### src/rtl/writeback_scoreboard.sv
// Writeback scoreboard: MEM/WB pipeline register feeding the register file,
// plus per-register pending-write counters that flag read-after-write hazards
// for the instruction sitting in ID. R15 (PC) is never tracked.
module writeback_scoreboard #(
    parameter int NREG = 15,
    parameter int CW   = 2
) (
    input  logic            clk,
    input  logic            rst,
    input  logic            MEM_WB_EN,
    input  logic            MEM_R_EN,
    input  logic [3:0]      MEM_Dest,
    input  logic [31:0]     ALU_Res,
    input  logic [31:0]     Mem_Data,
    input  logic            freeze,
    input  logic            ID_Issue,
    input  logic            ID_WB_EN,
    input  logic [3:0]      ID_Dest,
    input  logic [3:0]      src1,
    input  logic [3:0]      src2,
    input  logic            Two_src,
    output logic [3:0]      WB_Dest,
    output logic [31:0]     WB_Value,
    output logic            WB_WB_EN,
    output logic            hazard,
    output logic [NREG-1:0] pending,
    output logic            sb_err
);

    localparam logic [CW-1:0] CNT_MAX = '1;
    localparam logic [3:0]    PC_IDX  = 4'd15;

    logic                     vld_p1;
    logic [3:0]               dest_p1;
    logic [31:0]              alu_p1;
    logic [31:0]              mem_p1;
    logic                     ld_p1;

    logic [NREG-1:0][CW-1:0]  cnt;
    logic [NREG-1:0][CW-1:0]  cnt_nxt;
    logic [CW:0]              step_r;
    logic                     err_set;
    logic                     issue_ev;
    logic                     retire_ev;
    logic [15:0]              pend_ext;

    // Saturating up/down step of one pending counter; returns {error, next}.
    // Simultaneous issue and retire cancel; an overflow or underflow holds the
    // count and raises the error bit.
    function automatic logic [CW:0] sat_step(input logic [CW-1:0] c,
                                             input logic inc,
                                             input logic dec);
        logic [CW:0] r;
        r = {1'b0, c};
        if (inc && !dec) begin
            if (c == CNT_MAX) r = {1'b1, c};
            else              r = {1'b0, c + 1'b1};
        end else if (dec && !inc) begin
            if (c == '0) r = {1'b1, c};
            else         r = {1'b0, c - 1'b1};
        end
        return r;
    endfunction

    assign issue_ev  = ID_Issue && ID_WB_EN && (ID_Dest != PC_IDX);
    assign retire_ev = vld_p1 && (dest_p1 != PC_IDX);

    // ---- MEM -> WB stage boundary ----
    // MEM/WB capture; a frozen MEM stage inserts a bubble so a held
    // instruction writes back only once, when the freeze releases.
    always_ff @(posedge clk or posedge rst) begin
        if (rst) begin
            vld_p1  <= 1'b0;
            dest_p1 <= '0;
            alu_p1  <= '0;
            mem_p1  <= '0;
            ld_p1   <= 1'b0;
        end else if (freeze) begin
            vld_p1  <= 1'b0;
        end else begin
            vld_p1  <= MEM_WB_EN;
            dest_p1 <= MEM_Dest;
            alu_p1  <= ALU_Res;
            mem_p1  <= Mem_Data;
            ld_p1   <= MEM_R_EN;
        end
    end

    assign WB_WB_EN = vld_p1;
    assign WB_Dest  = dest_p1;
    assign WB_Value = ld_p1 ? mem_p1 : alu_p1;

    // Next-state of every pending counter from this cycle's issue and retire.
    always_comb begin
        cnt_nxt = cnt;
        err_set = 1'b0;
        step_r  = '0;
        for (int i = 0; i < NREG; i++) begin
            step_r     = sat_step(cnt[i],
                                  issue_ev  && (ID_Dest == 4'(i)),
                                  retire_ev && (dest_p1 == 4'(i)));
            cnt_nxt[i] = step_r[CW-1:0];
            err_set    = err_set | step_r[CW];
        end
    end

    // Counter state and the sticky error flag, cleared only by reset.
    always_ff @(posedge clk or posedge rst) begin
        if (rst) begin
            cnt    <= '0;
            sb_err <= 1'b0;
        end else begin
            cnt <= cnt_nxt;
            if (err_set) sb_err <= 1'b1;
        end
    end

    // Pending bits, zero-extended to the full 4-bit index space (R15 never pending).
    always_comb begin
        pending  = '0;
        pend_ext = '0;
        for (int i = 0; i < NREG; i++) begin
            pending[i] = |cnt[i];
            if (i < 15) pend_ext[i] = |cnt[i];
        end
    end

    // Hazard uses pre-edge counter state; no bypass of a same-cycle retire.
    assign hazard = ((src1 != PC_IDX) && pend_ext[src1]) ||
                    (Two_src && (src2 != PC_IDX) && pend_ext[src2]);

endmodule
### config.mk
export PLATFORM = sky130hd
export DESIGN_NAME = writeback_scoreboard
export DESIGN_NICKNAME = d
export VERILOG_FILES = /design/src/rtl/writeback_scoreboard.sv
export SDC_FILE = /design/constraint.sdc
export NUM_CORES = 1
export LEC_CHECK = 0
export ABC_CLOCK_PERIOD_IN_PS = 5700
export BUFFER_PORTS_ARGS = -buffer_cell sky130_fd_sc_hd__clkbuf_2
export CORE_ASPECT_RATIO = 0.8
export CORE_MARGIN = 8
export CORE_UTILIZATION = 40
export DETAILED_ROUTE_END_ITERATION = 7
export PLACE_DENSITY = 0.74
export SLEW_MARGIN = 15
export SYNTH_ARGS = -nofsm -noshare
export SYNTH_HDL_FRONTEND = slang
export SYNTH_SLANG_ARGS = --single-unit
### constraint.sdc
create_clock -name clk -period 5.7 [get_ports clk]
set_clock_uncertainty 0.2 [all_clocks]
set_input_delay 0.285 -clock clk [delete_from_list [all_inputs] [get_ports clk]]
set_output_delay 0.285 -clock clk [all_outputs]
set_load 0.05 [all_outputs]
# Word-level counts from Yosys, hierarchy flattened
# Index checks and enable logic that the tools add are counted.
[totals] reg_bits=101 latchBits=0 mem_bits_rw=0 rom_bits=0 in_bits=88 output_inout_bits=54 wordCells=369 n_memories=0
[op_classes] addsub=30 multipliers=0 n_div=0 n_lt_le_gt_ge=2 n_eq_ne=77 shifts=0 muxes=66 bitwise_logic=14 n_reduce_logical=159
[op_table] op="$mux 3" n=60
[op_table] op="$logic_and 1x1->1" n=66
[op_table] op="$ne 2x2->1 const B" n=30
[op_table] op="$eq 4x4->1 const B" n=14
[op_table] op="$reduce_and 3->1" n=15
[op_table] op="$eq 4x3->1 const B" n=8
[op_table] op="$mux 32" n=1
[op_table] op="$add 2x1->2 const B" n=15
[op_table] op="$eq 2x2->1 const B" n=15
[op_table] op="$logic_not 1->1" n=30
[op_table] op="$logic_not 2->1" n=15
[op_table] op="$reduce_bool 2->1" n=15
[op_table] op="$reduce_or 2->1" n=15
[op_table] op="$sub 2x1->2 const B" n=15
[op_table] op="$eq 4x2->1 const B" n=4
[op_table] op="$ne 4x4->1 const B" n=4
[op_table] op="$or 1x1->1" n=14
[op_table] op="$lt 4x5->1 const B" n=2
[op_table] op="$bmux 1 s4" n=2
[op_table] op="$eq 4x1->1 const B" n=2
[op_table] op="$logic_not 4->1" n=2
[op_table] op="$mux 1" n=3
[op_table] op="$logic_or 1x1->1" n=1

# Logic depth before layout (Yosys ltp)
[depth] depth_word=21 mapped_depth=9 mapped_depth_nobuf=9

# Worst setup path before layout
# OpenSTA, ideal clock, no wires.
[synth_timing] path_kind="flip-flop to flip-flop" startpoint="register vld_p1 (netlist: WB_WB_EN)" endpoint="register sb_err" setup_time_ps=131 arrival_time_ps=2496 required_ps=5369 setup_slack_ps=2873 path_stages_with_launch=9 n_path_buf=0 period_less_slack_ps=2827 cell_sequence="dfrtp_1 or3b_2 nor2_1 inv_1 ha_1 a22o_1 a221oi_1 nand4_1 or3_1"
[synth_between] elab_chain_len=19 word_cells_on_any_way=105 classes_between="mux (30); bitwise (14); reduce/logical (61)"
[synth_lines] element="start: declaration" line="33" text="logic vld_p1;"
[synth_lines] element="start signal: assignment" line="73" text="vld_p1 <= 1'b0;"
[synth_lines] element="start signal: assignment" line="79" text="vld_p1 <= 1'b0;"
[synth_lines] element="start signal: assignment" line="81" text="vld_p1 <= MEM_WB_EN;"
[synth_lines] element="$logic_and 1x1->1 (*)" line="66" text="assign retire_ev = vld_p1 && (dest_p1 != PC_IDX);"
[synth_lines] element="$logic_and 1x1->1" line="101" text="retire_ev && (dest_p1 == 4'(i)));"
[synth_lines] element="$logic_and 1x1->1 / $logic_not 1->1 (equally long branches)" line="58, 55"
[synth_lines] element="$mux 3 / $logic_and 1x1->1 (equally long branches)" line="58, 55"
[synth_lines] element="$mux 3" line="55" text="if (inc && !dec) begin"
[synth_lines] element="$or 1x1->1 (13 in a row)" line="103" text="err_set = err_set | step_r[CW];"
[synth_lines] element="$or 1x1->1 (*)" line="103"
[synth_lines] element="end signal: assignment" line="111" text="sb_err <= 1'b0;"
[synth_lines] element="end signal: assignment" line="114" text="if (err_set) sb_err <= 1'b1;"
[synth_lines] element="end: declaration" line="27" text="output logic sb_err"
# Every way passes the cells marked *; elsewhere a longest branch is shown, timed or not. The select of a mux whose other input is x is not followed.
# A chain may end at the register's enable or synchronous reset.

# Final worst setup path
[layout_timing] startpoint="register dest_p1[2] (netlist: WB_Dest[2])" endpoint="register sb_err"
[layout_between] elab_chain_len=20 word_cells_on_any_way=121 classes_between="eq/ne (15); mux (30); bitwise (14); reduce/logical (62)"
[layout_lines] element="start: declaration" line="34" text="logic [3:0] dest_p1;"
[layout_lines] element="start signal: assignment" line="82" text="dest_p1 <= MEM_Dest;"
[layout_lines] element="$ne 4x4->1" line="66"
[layout_lines] element="$logic_and 1x1->1" line="66"
[layout_lines] element="$logic_and 1x1->1" line="101"
[layout_lines] element="$logic_and 1x1->1 / $logic_not 1->1 (equally long branches)" line="58, 55"
[layout_lines] element="$mux 3 / $logic_and 1x1->1 (equally long branches)" line="58, 55"
[layout_lines] element="$mux 3" line="55"
[layout_lines] element="$or 1x1->1 (13 in a row)" line="103"
[layout_lines] element="$or 1x1->1 (*)" line="103"
# Marked as above.

==> key figures <==
Status
  – Status: finished clean

STA
  – Hold slack: 304 ps
  – Final min period: 2920 ps
  – Period utilisation layout: 0.512
  – Tightest Pin Transition: 890 ps
  – Maximum clock rate: 342 MHz
  – RSZ-0062 raised after global routing: no
  – Slew Limit Fails: 0
  – Final setup viols: 0
  – Hold Fails Final Rpt: 0
  – Setup_tns: 0 ps
  – Worst slew margin: 0.407

Clocking
  – CTS sink count: 101
  – CTS H-tree lvls: 3
  – Deepest clock path buffer count: 2
  – Cts bufs inserted: 9
  – Clk Latency, worst-skew pair: 350 ps
  – CTS tree: yes
  – Clock Tree Root: clkbuf_16
  – Clock-pin transition on the worst setup and hold timing paths: 80 ps
  – Setup Fix Bufs, Post-CTS: 0

Power
  – Maximum vdd ir drop: 0.231 mV
  – Power per cell area: 344 nW/um^2
  – Pleak: 4.06 nW

Detailed routing
  – Via-to-Cell Ratio: 4.96
  – # DRC: 0
  – Drt wl/cell: 16.2 um
  – Pre-antenna DRT Iters: 5
  – Vias: 5,407
  – Post-Route WL: 17,600 um
  – Antenna Nets Post-Route: 0
  – 1st-iter DRT viols: 289

Final layout
  – Area Overhead vs Synth: 29.6%
  – Fin nets: 1,036
  – Fraction of layout cells with a size suffix above 1: 0.315

Global route
  – Vias in the first global route: 5,466
  – GRT overflow: 0
  – First-pass GRT wire length: 28,600 um
  – Largest net degree at the start of global routing: 71
  – Initial antenna violation count: 2
  – Gr usage total: 0.168

Synthesis
  – Mapped Area: 6640 um^2
  – Synth warnings: 0
  – Netlist cell types: 37
  – Yosys reg bits: 101
  – Post-synthesis sequential area ratio: 0.381
  – Synth Instances: 654
  – Mapped Nets: 826
  – Syn avg cell area: 10.2 um^2

Critical path
  – Crit-path max FO: 7
  – Reg2Reg Capture Point: sb_err$_DFFE_PP0P_
  – CP bufs+invs: 1
  – CP endpoint kind: flop
  – Worst Path Required: 5740 ps
  – Worst R2R Path Depth: 7
  – Critical path origin: WB_Dest[2]$_DFFE_PP0N_
  – CP peak stage delay: 530 ps
  – Startpoint Class: flop
  – Crit-path slowest cell: or3b_2
  – Worst-path cell chain: or3b_2 > nor3_1 > inv_1 > ha_1 > a221oi_1 > nand4_1 > or3_1
  – WS Path Type: flop to flop
  – Setup slack, reg-to-reg: 2780 ps
  – Critical R2R Launch: WB_Dest[2]$_DFFE_PP0N_
  – Worst Path Arrival: 2960 ps
  – Family with the most delay on the worst path: simple AND/OR/NAND/NOR gates

Die
  – Die height: 131 um
  – Core Footprint: 16,400 um^2
  – Initial Util: 0.405
  – Width of the die: 160 um
  – Num rows: 42
  – Die area: 21,000 um^2
  – IO Count: 142

Worst hold path
  – WHS Endpoint: mem_p1[13]$_DFFE_PP0N_
  – Hold path cells: 1
  – Worst hold start: mem_p1[13]$_DFFE_PP0N_
  – Hold Path Class: flop to flop

Placement
  – Gpl congestion: 0.946
  – Port bufs: 141
  – Detailed Place HPWL: 12,600 um

Flow run
  – Total of max-cap violations: 0
per-layer routing:
layer / vias up / global-route usage / routed length (um)
li1: 2649 / - / -
met1: 2590 / 0.215 / 7810
met2: 140 / 0.270 / 8450
met3: 28 / 0.0381 / 962
met4: 0 / 0.0653 / 403
met5: - / 0 / 0
where the power goes:
part	internal [mW]	switching, mW
registers	0.861	0.137
clock network	0.352	0.305
logic	0.451	0.851
total	1.66	1.29
placed cells by master, fill, tap and decap left out, types with 4 or more instances in the layout:
cell	Yosys	final
dfrtp_1	101	101
inv_1	75	74
o21ai_0	24	24
a22oi_1	15	15
a21oi_1	31	31
a22o_1	4	4
nor2b_1	18	18
o21a_1	7	7
ha_1	84	84
dlygate4sd3_1	0	71
nor3_1	9	9
nand2_1	60	60
nor2_1	52	52
nand2b_1	7	7
mux2_2	103	103
nand3_1	9	9
a211oi_1	8	8
clkbuf_16	0	9
clkbuf_2	0	141
mux4_2	6	6
synth_stat cells (all sizes together):
cell / instances / area [um^2]
a211oi: 8 / 60.1
a21o: 1 / 7.51
a21oi: 31 / 155
a221oi: 3 / 26.3
a222oi: 1 / 10.0
a22o: 4 / 35.0
a22oi: 15 / 113
a31oi: 1 / 6.26
a32oi: 1 / 8.76
and3b: 1 / 8.76
buf: 10 / 50.1
clkbuf: 6 / 22.5
dfrtp: 101 / 2530
ha: 84 / 1050
inv: 75 / 282
mux2: 103 / 1160
mux2i: 2 / 20.0
mux4: 6 / 135
nand2: 60 / 225
nand2b: 7 / 43.8
nand3: 9 / 45.0
nand3b: 2 / 15.0
nand4: 2 / 12.5
nor2: 52 / 195
nor2b: 19 / 121
nor3: 9 / 45.0
nor3b: 2 / 15.0
nor4b: 1 / 15.0
o2111ai: 1 / 8.76
o21a: 7 / 52.6
o21ai: 24 / 120
o221ai: 2 / 17.5
o32ai: 1 / 8.76
or2: 1 / 6.26
or3: 1 / 6.26
or3b: 1 / 8.76
how the worst max path moves through the flow:
stage	endpoint	cells past startpoint
2_1_floorplan	WB_Dest[0]$_DFFE_PP0N_	1
3_3_place_gp	sb_err$_DFFE_PP0P_	8
3_5_place_dp	sb_err$_DFFE_PP0P_	8
4_1_cts	sb_err$_DFFE_PP0P_	8
5_1_grt	sb_err$_DFFE_PP0P_	8
6_report	sb_err$_DFFE_PP0P_	7
final cells by class:
cell class,instances,area (um^2)
fillers,1469,7790
multi-input cells,462,3760
flip-flops and latches,101,2530
repair buffers,215,1440
inverters,75,284
well taps,220,275
clock buffers,9,225
clock inverters,7,91.3
diodes,2,5.00
through the flow:
step	setup slack [ps]	utilization	cell area, um^2	total power, mW	instances
after floorplan	2570	-	6640	1.94	654
after CTS	2800	0.525	8600	2.98	1089
final	2780	0.525	8610	2.96	1091
after detailed placement	2810	0.462	7570	2.27	1002
after global placement	2950	0.462	7570	2.25	1002
after global routing	2680	0.525	8610	3.15	1091
sequential cells by signal (all words and copies together) (netlist names):
signal and flops:
WB_WB_EN 1, ld_p1 1, sb_err 1, mem_p1 32, cnt 30, alu_p1 32
WB_Dest 4
worst register-to-register path, cell delays in order, from the launching register on:
cell and delay, ps:
dfrtp_1 430, or3b_2 530, nor3_1 310, inv_1 90, ha_1 290, a221oi_1 430, nand4_1 150, or3_1 380
cell families after synthesis:
logic type | after synthesis | synth area share
simple gates | 167 | 0.115
mux | 111 | 0.198
flops | 101 | 0.381
compound gates | 100 | 0.0948
buf+inv | 91 | 0.0533
fa+ha+maj | 84 | 0.158
timing repair:
item                                   in CTS  in global routing
endpoints found under the hold margin     118                  0
setup endpoints to repair                   0                  0
hold buffers                               71                  0
resized for setup                           0                  0
Note: power is estimated with default switching activity, not from simulation.
